`config.mk`:
```
export PLATFORM = sky130hd
export DESIGN_NAME = row_mem_pingpong
export DESIGN_NICKNAME = d
export VERILOG_FILES = /design/src/rtl/row_mem_pingpong_pkg.sv /design/src/rtl/row_mem_bank_ram.sv /design/src/rtl/row_mem_pingpong.sv
export SDC_FILE = /design/constraint.sdc
export NUM_CORES = 2
export LEC_CHECK = 0
export ABC_AREA = 1
export CAP_MARGIN = 20
export CORE_MARGIN = 1.5
export CORE_UTILIZATION = 35
export DETAILED_ROUTE_END_ITERATION = 8
export GPL_TIMING_DRIVEN = 0
export PLACE_DENSITY_LB_ADDON = 0.05
export RECOVER_POWER = 50
export REMOVE_ABC_BUFFERS = 1
export SLEW_MARGIN = 20
export SYNTH_ARGS = -nofsm -noshare
export SYNTH_HDL_FRONTEND = slang
export SYNTH_SLANG_ARGS = --single-unit
export TNS_END_PERCENT = 20
```
`constraint.sdc`:
```
create_clock -name clk -period 2.7 [get_ports clk]
set_input_delay 0.54 -clock clk [delete_from_list [all_inputs] [get_ports clk]]
set_output_delay 0.54 -clock clk [all_outputs]
set_load 0.01 [all_outputs]
```
`src/rtl/row_mem_pingpong_pkg.sv`:
```
// Shared defaults and fill-FSM encoding for the ping-pong row memory.
package row_mem_pingpong_pkg;

    localparam int DEF_INPUT_BW     = 8;
    localparam int DEF_ROW_MEM_ADDR = 7;

    typedef enum logic [1:0] {
        ST_IDLE      = 2'd0,
        ST_WAIT_FREE = 2'd1,
        ST_FILL      = 2'd2,
        ST_DONE      = 2'd3
    } fill_state_t;

endpackage

```
`src/rtl/row_mem_bank_ram.sv`:
```
// One row-memory bank: single write port, single registered read port.
module row_mem_bank_ram
    import row_mem_pingpong_pkg::*;
#(
    parameter int DATA_W = DEF_INPUT_BW,
    parameter int ADDR_W = DEF_ROW_MEM_ADDR
) (
    input  logic                     clk,
    input  logic                     wr_en,
    input  logic [ADDR_W-1:0]        wr_addr,
    input  logic signed [DATA_W-1:0] wr_data,
    input  logic                     rd_en,
    input  logic [ADDR_W-1:0]        rd_addr,
    output logic signed [DATA_W-1:0] rd_data
);

    logic signed [DATA_W-1:0] mem [2**ADDR_W];

    // Storage and read register carry no reset; contents survive resetn.
    always_ff @(posedge clk) begin
        if (wr_en) begin
            mem[wr_addr] <= wr_data;
        end
        if (rd_en) begin
            rd_data <= mem[rd_addr];
        end
    end

endmodule

```
`src/rtl/row_mem_pingpong.sv`:
```
// Two-bank row memory: loader fills one bank over a byte stream while the PE reads the other.
module row_mem_pingpong
    import row_mem_pingpong_pkg::*;
#(
    parameter int INPUT_BW     = DEF_INPUT_BW,
    parameter int ROW_MEM_ADDR = DEF_ROW_MEM_ADDR
) (
    input  logic                       clk,
    input  logic                       resetn,
    input  logic                       load_start,
    input  logic [ROW_MEM_ADDR-1:0]    load_len,
    input  logic signed [INPUT_BW-1:0] wr_data,
    input  logic                       wr_valid,
    output logic                       wr_ready,
    output logic                       load_busy,
    output logic                       load_done,
    input  logic [ROW_MEM_ADDR-1:0]    rd_addr,
    input  logic                       rd_en,
    output logic signed [INPUT_BW-1:0] rd_data,
    output logic                       rd_valid,
    output logic                       row_ready,
    input  logic                       rd_release,
    output logic                       rd_err
);

    fill_state_t                state, state_nxt;
    logic                       fill_ptr, rd_ptr;
    logic [1:0]                 bank_valid, bank_set, bank_clr;
    logic [ROW_MEM_ADDR-1:0]    len_q, wr_cnt;
    logic                       load_accept, beat, last_beat, release_ok;
    logic [1:0]                 bank_we, bank_re;
    logic signed [INPUT_BW-1:0] bank_q [2];
    logic                       rd_sel_p1, rd_zero_p1;

    assign load_accept = (state == ST_IDLE) && load_start && (load_len != '0);
    assign beat        = (state == ST_FILL) && wr_valid;
    assign last_beat   = beat && (wr_cnt == len_q - 1'b1);
    assign row_ready   = bank_valid[rd_ptr];
    assign release_ok  = rd_release && row_ready;
    assign load_busy   = (state != ST_IDLE);

    always_comb begin
        state_nxt = state;
        wr_ready  = 1'b0;
        load_done = 1'b0;
        case (state)
            ST_IDLE: begin
                if (load_accept) begin
                    state_nxt = bank_valid[fill_ptr] ? ST_WAIT_FREE : ST_FILL;
                end
            end
            ST_WAIT_FREE: begin
                if (!bank_valid[fill_ptr]) begin
                    state_nxt = ST_FILL;
                end
            end
            ST_FILL: begin
                wr_ready = 1'b1;
                if (last_beat) begin
                    state_nxt = ST_DONE;
                end
            end
            ST_DONE: begin
                load_done = 1'b1;
                state_nxt = ST_IDLE;
            end
            default: state_nxt = ST_IDLE;
        endcase
    end

    // A completing fill and a release always touch different banks, so set/clear compose freely.
    assign bank_set = (state == ST_DONE) ? (2'b01 << fill_ptr) : 2'b00;
    assign bank_clr = release_ok ? (2'b01 << rd_ptr) : 2'b00;

    always_ff @(posedge clk or negedge resetn) begin
        if (!resetn) begin
            state      <= ST_IDLE;
            fill_ptr   <= 1'b0;
            rd_ptr     <= 1'b0;
            bank_valid <= 2'b00;
            len_q      <= '0;
            wr_cnt     <= '0;
            rd_valid   <= 1'b0;
            rd_err     <= 1'b0;
            rd_sel_p1  <= 1'b0;
            rd_zero_p1 <= 1'b1;
        end else begin
            state      <= state_nxt;
            bank_valid <= (bank_valid & ~bank_clr) | bank_set;
            if (state == ST_DONE) begin
                fill_ptr <= ~fill_ptr;
            end
            if (release_ok) begin
                rd_ptr <= ~rd_ptr;
            end
            if (load_accept) begin
                len_q  <= load_len;
                wr_cnt <= '0;
            end else if (beat) begin
                wr_cnt <= wr_cnt + 1'b1;
            end
            // p0 -> p1: read request registered alongside the RAM read.
            rd_valid <= rd_en;
            rd_err   <= rd_err | (rd_en & ~row_ready);
            if (rd_en) begin
                rd_sel_p1  <= rd_ptr;
                rd_zero_p1 <= ~row_ready;
            end
        end
    end

    for (genvar b = 0; b < 2; b++) begin : g_bank
        assign bank_we[b] = beat && (fill_ptr == 1'(b));
        assign bank_re[b] = rd_en && row_ready && (rd_ptr == 1'(b));

        row_mem_bank_ram #(
            .DATA_W(INPUT_BW),
            .ADDR_W(ROW_MEM_ADDR)
        ) u_ram (
            .clk    (clk),
            .wr_en  (bank_we[b]),
            .wr_addr(wr_cnt),
            .wr_data(wr_data),
            .rd_en  (bank_re[b]),
            .rd_addr(rd_addr),
            .rd_data(bank_q[b])
        );
    end

    assign rd_data = rd_zero_p1 ? '0 : bank_q[rd_sel_p1];

endmodule
```
# After elaboration in Yosys (flattened, before gate mapping)
# Memory sizes are Yosys's and may differ from the RTL's. A register that Yosys moved wholly into a read port is not among the register bits.
# Index checks and enable logic that the tools add are counted.
[word_totals]
reg_bits = 24
ramBits = 2048
in_bits = 28
out_inout_bits = 14
elab_cells = 73
mem_count = 2
[op_classes]
addsub = 2
n_lt_le_gt_ge = 3
eq_ne = 7
shifts = 2
muxes = 23
n_bitwise = 9
reduce_logical = 15
[mem_list]
columns = ["memory", "depth", "word_bits", "rd", "rd_ports_with_merged_regs", "wr", "line", "source"]
rows = [
  ["g_bank[0].u_ram.mem", 128, 8, 1, 1, 1, "row_mem_bank_ram.sv:17", "logic signed [DATA_W-1:0] mem [2**ADDR_W];"],
  ["g_bank[1].u_ram.mem", 128, 8, 1, 1, 1, "row_mem_bank_ram.sv:17", ""],
]
[ops]
columns = ["operator", "count"]
rows = [
  ["$mux W8", 4],
  ["$mux W7", 2],
  ["$mux W2", 6],
  ["$logic_and A1 B1 Y1", 10],
  ["$mux W1", 10],
  ["$pmux W2 S4", 1],
  ["$add A7 B1 Y7 const B", 1],
  ["$eq A7 B7 Y1", 1],
  ["$reduce_bool A7 Y1", 1],
  ["$sub A7 B1 Y7 const B", 1],
  ["$ne A2 B2 Y1 const B", 3],
  ["$eq A2 B2 Y1 const B", 2],
  ["$lt A1 B2 Y1 const B", 2],
  ["$reduce_bool A2 Y1", 2],
  ["$shl A1 B1 Y2 const A", 2],
  ["$not A1 Y1", 3],
  ["$reduce_and A3 Y1", 1],
  ["$and A2 B2 Y2", 1],
  ["$eq A2 B1 Y1 const B", 1],
  ["$ge A2 B2 Y1 const B", 1],
  ["$logic_not A2 Y1", 1],
  ["$not A1 Y2", 1],
  ["$not A2 Y2", 1],
  ["$or A2 B2 Y2", 1],
  ["2 further kinds", 2],
]

# Depth between registers and ports, before layout
[logic_depth]
depth_word = 7
ltp_mapped = 14
ltp_nobuf = 14

# Cells and area by module
# A second synthesis with hierarchy kept.
[unflattened]
cells_unflattened = 7358
area_unflattened_um2 = 85868.6
[modules_own_cells]
columns = ["mod", "instances", "cells_each", "area_each_um2", "seq_area_each_um2"]
rows = [
  ["row_mem_bank_ram", 2, 3575, 42184.2, 30989.7],
  ["row_mem_pingpong", 1, 208, 1500.2, 601.8],
]

# Least setup slack after synthesis
# No wires, ideal clock.
[synth_path]
path_type = "register to register"
startpoint = "register state[0]"
endpoint = "memory g_bank[0].u_ram.mem[100][0] in the netlist's numbering (enable)"
setup_ns = 0.383
arrival_time_ns = 2.150
t_required_ns = 2.317
setup_slack_ns = 0.166
path_stages_with_launch = 9
path_buffers = 2
synth_period_minus_slack_ns = 2.534
path_cell_list = "dfrtp_1 inv_1 ha_1 nand2_1 inv_1 nand2_1 clkbuf_1 clkbuf_1 nor3_1"
[synth_between]
elab_chain_len = 5
[synth_lines]
columns = ["item", "line", "source"]
rows = [
  ["start, declared", "row_mem_pingpong.sv:26", "fill_state_t state, state_nxt;"],
  ["start signal, assigned", "row_mem_pingpong.sv:88", "state <= state_nxt;"],
  ["$eq A2 B2 Y1", "row_mem_pingpong.sv:36", "assign beat = (state == ST_FILL) && wr_valid;"],
  ["$logic_and A1 B1 Y1", "row_mem_pingpong.sv:36", ""],
  ["$logic_and A1 B1 Y1", "row_mem_pingpong.sv:113", "assign bank_we[b] = beat && (fill_ptr == 1'(b));"],
  ["$mux W1", "row_mem_bank_ram.sv:21", "if (wr_en) begin"],
  ["$mux W1 (implied by the code)", "row_mem_bank_ram.sv:22", "mem[wr_addr] <= wr_data;"],
  ["end, declared", "row_mem_bank_ram.sv:17", ""],
]
# Every way passes these cells.

# Worst setup path after layout
[layout_path]
startpoint = "register rd_sel_p1"
endpoint = "output rd_data[5]"
[layout_between]
elab_chain_len = 5
[layout_lines]
columns = ["item", "line", "source"]
rows = [
  ["start, declared", "row_mem_pingpong.sv:33", "logic rd_sel_p1, rd_zero_p1;"],
  ["start signal, assigned", "row_mem_pingpong.sv:106", "rd_sel_p1 <= rd_ptr;"],
  ["$not A1 Y2 (implied by the code)", "row_mem_pingpong.sv:130", "assign rd_data = rd_zero_p1 ? '0 : bank_q[rd_sel_p1];"],
  ["$mux W8 (implied by the code) (3 in series)", "row_mem_pingpong.sv:130", ""],
  ["$mux W8", "row_mem_pingpong.sv:130", ""],
  ["end, declared", "row_mem_pingpong.sv:19", "output logic signed [INPUT_BW-1:0] rd_data,"],
]
# Every way passes these cells. The select of a mux whose other input is x is not followed.

==> flow_metrics.env <==
export IMPL_rows=181
export IMPL_grt_pass1_vias=53266
export IMPL_start_kind="register"
export IMPL_timing_final_ws_setup_ps=-113
export IMPL_fp_dieArea_mm2=0.247
export IMPL_initial_utilization_pct=35.2
export IMPL_crit_arrival_ps=2270
export IMPL_synth_cell_type_count=27
export IMPL_grt_pass1_wl_um=401000
export IMPL_switching_share_pct=25.5
export IMPL_area_growth_pct=19.1
export IMPL_place_ws_ps=-3530
export IMPL_root_buffer="clkbuf_16"
export IMPL_synthFlopType="edfxtp_1"
export IMPL_globalplace_congestion=0.776
export IMPL_drt_pass1_iterations=6
export IMPL_pin_count=42
export IMPL_power_frac_seq_pct=48.4
export IMPL_hp_start="load_len[4]"
export IMPL_synth_edf_count=2064
export IMPL_p_sw_mw=19.0
export IMPL_ant_nets=0
export IMPL_setup_viol=43
export IMPL_cts_sinks=2088
export IMPL_routed_wl_um=280000
export IMPL_die_h_um=497
export IMPL_drtIter0Drc=4686
export IMPL_post_route_period_util_pct=104
export IMPL_critical_path_max_fanout=6
export IMPL_grt_usage_pct=22.4
export IMPL_synth_seq_area_share_pct=73.2
export IMPL_crit_start="rd_sel_p1"
export IMPL_p_clk_share_pct=41.0
export IMPL_r2r_end="g_bank[0].u_ram.mem[101][3]"
export IMPL_die_width_um=497
export IMPL_synth_area_mm2=0.0855
export IMPL_grtUsageMet2_pct=35.5
export IMPL_hold_viol=0
export IMPL_async_flop_share_pct=1.15
export IMPL_n_fill_cell=22671
export IMPL_portBuffers=41
export IMPL_grt_max_degree=127
export IMPL_syn_area_per_cell_um2=11.8
export IMPL_clockBufferDepth=3
export IMPL_leakagePower_nw=35.1
export IMPL_coreArea_mm2=0.243
export IMPL_fin_hold_ws_ps=316
export IMPL_use_met3_pct=2.85
export IMPL_final_max_slew_viol_count=507
export IMPL_status="finished with violations"
export IMPL_hpwl_um=147000
export IMPL_drc_errors=0
export IMPL_dr_total_vias=55221
export IMPL_htree_levels=4
export IMPL_r2r_cells=5
export IMPL_routedWlPerCell_um=26.2
export IMPL_fin_nets=7317
export IMPL_yosysWarnings=0
export IMPL_whs_endpoint="len_q[4]"
export IMPL_cts_buffers=231
export IMPL_grt_use_met1_pct=32.1
export IMPL_multiInputGateArea_mm2=0.0224
export IMPL_regArea_mm2=0.0626
export IMPL_drive_gt1_share_pct=12.6
export IMPL_fin_setup_tns_ps=-2010
export IMPL_fmax_mhz=356
export IMPL_via_per_inst=5.17
export IMPL_period_needed_ps=2810
export IMPL_ys_seq_elements=2088
export IMPL_hp_class="in -> reg"
export IMPL_syn_inst=7257
export IMPL_power_density_mw_per_mm2=733
export IMPL_grt_ovfl_total=0
export IMPL_irDropWorstVdd_v=0.000512
export IMPL_max_cap_viol_count=7
export IMPL_clk_pin_slew_ps=60
export IMPL_crit_type="reg -> out"
export IMPL_p_int_mw=55.6
export IMPL_power_frac_comb_pct=10.6
export IMPL_antenna_found_initial=8
export IMPL_relSlewSlack_pct=-65.6
export IMPL_cts_tree="built"
export IMPL_busiest_layer="met2"
export IMPL_ff2ff_setup_slack_ps=-90
export IMPL_worstMarginPinSlew_ps=2480
export IMPL_violations="capacitance limit, slew limit, setup timing"
export IMPL_hold_depth=3
export IMPL_timing_rr_start="wr_cnt[2]"
export IMPL_grt_setup_unrepaired="true"
export IMPL_required_ps=2160
export IMPL_clock_latency_ps=850
export IMPL_cp_end_kind="output pin"
export IMPL_fin_skew_ps=18.7
[sequential cells by signal (all words and copies together), names as in the netlist]
signal                flops
rd_ptr                    1
rd_sel_p1                 1
state                     2
wr_cnt                    7
rd_valid                  1
g_bank.u_ram.rd_data     16
rd_err                    1
rd_zero_p1                1
len_q                     7
g_bank.u_ram.mem       2048
fill_ptr                  1
bank_valid                2
[Yosys cell counts (2+ instances only)]
cell / n / share of area (%)
xnor2_1: 2 / 0.021
buf_2: 250 / 1.5
xor2_1: 3 / 0.031
nor3_1: 64 / 0.37
inv_1: 57 / 0.25
edfxtp_1: 2064 / 73
ha_1: 7 / 0.10
clkbuf_1: 113 / 0.50
o21ai_0: 31 / 0.18
dfrtp_1: 23 / 0.67
buf_1: 46 / 0.20
nand3_1: 2027 / 12
a21oi_1: 4 / 0.023
nand2_1: 2218 / 9.7
nor2_1: 255 / 1.1
buf_4: 59 / 0.52
buf_6: 22 / 0.29
inv_2: 2 / 0.0088
or2_2: 2 / 0.015
[worst max-delay path, cell delays in order, from the launching register on]
cell and delay [ps]:
dfrtp_1 570, buf_4 210, o21ai_2 70, nor2_4 270, clkdlybuf4s15_1 290
[worst max path at each step]
| stage | end | slack, ps |
|---|---|---|
| floorplan | g_bank[0].u_ram.rd_data[3] | -3470 |
| global placement | g_bank[0].u_ram.rd_data[2] | -143420 |
| detailed placement | g_bank[0].u_ram.rd_data[2] | -3530 |
| CTS | load_done | -230 |
| global route | g_bank[0].u_ram.mem[5][2] | -200 |
| finish | rd_data[5] | -110 |
[area by class of cell]
| cell class | count | area share, % |
|---|---|---|
| Antenna cell | 4 | 0.00983 |
| Clock buffer | 307 | 6.06 |
| Tap cell | 3202 | 3.94 |
| Timing Repair Buffer | 277 | 5.19 |
| Sequential cell | 2088 | 61.5 |
| Inverter | 61 | 0.309 |
| Multi-Input combinational cell | 4618 | 22.0 |
| Clock inverter | 120 | 1.02 |
| Timing Repair inverter | 5 | 0.0418 |
[what timing repair did]
item / 4_1_cts / 5_1_grt
gates cloned: 63 / 0
hold buffers: 4 / 0
endpoints found under the hold margin: 32 / 0
setup buffers: 54 / 15
pin swaps: 50 / 10
setup endpoints to repair: 2073 / 1544
gates resized for setup: 415 / 125
[layer usage]
layer / part of all wire, % / vias to the layer above
met5: 0.0046 / -
met3: 4.6 / 358
met1: 46 / 27605
met4: 2.9 / 2
met2: 46 / 1332
li1: - / 25924
[cell families after synthesis]
kind of cell    count (synthesis)  share of synthesized area, %
compound gates                 37                         0.223
xor+xnor                        5                        0.0513
fa+ha+maj                       7                         0.102
buf+inv                       552                          3.26
flops                        2088                          73.2
simple gates                 4568                          23.1
[cells in the final DEF (no fill, tap or decap), drive strengths merged, types with 31 or more instances in the layout]
| cell type | instances |
|---|---|
| buf | 186 |
| bufbuf | 47 |
| clkbuf | 325 |
| clkinv | 96 |
| edfxtp | 2064 |
| inv | 63 |
| nand2 | 2219 |
| nand3 | 2027 |
| nor2 | 255 |
| nor3 | 64 |
| o21ai | 31 |
[per-stage QoR]
| step | utilization (%) | power [mW] | instance area, um2 | instances |
|---|---|---|---|---|
| floorplan | - | 39.3 | 82900 | 6766 |
| global placement | 35.9 | 43.9 | 87300 | 10009 |
| detailed placement | 37.0 | 43.2 | 89900 | 10115 |
| CTS | 41.7 | 75.2 | 101000 | 10663 |
| global route | 41.9 | 77.0 | 102000 | 10679 |
| finish | 41.9 | 74.6 | 102000 | 10682 |
[power groups by stage]
stage / combinational, mW / clock [mW] / sequential (mW)
floorplan: 2.70 / 0 / 36.6
global placement: 6.74 / 0 / 37.1
detailed placement: 6.54 / 0 / 36.7
CTS: 7.83 / 31.3 / 36.1
global route: 8.45 / 32.5 / 36.1
finish: 7.92 / 30.6 / 36.1
Note: power is estimated with default switching activity, not from simulation.
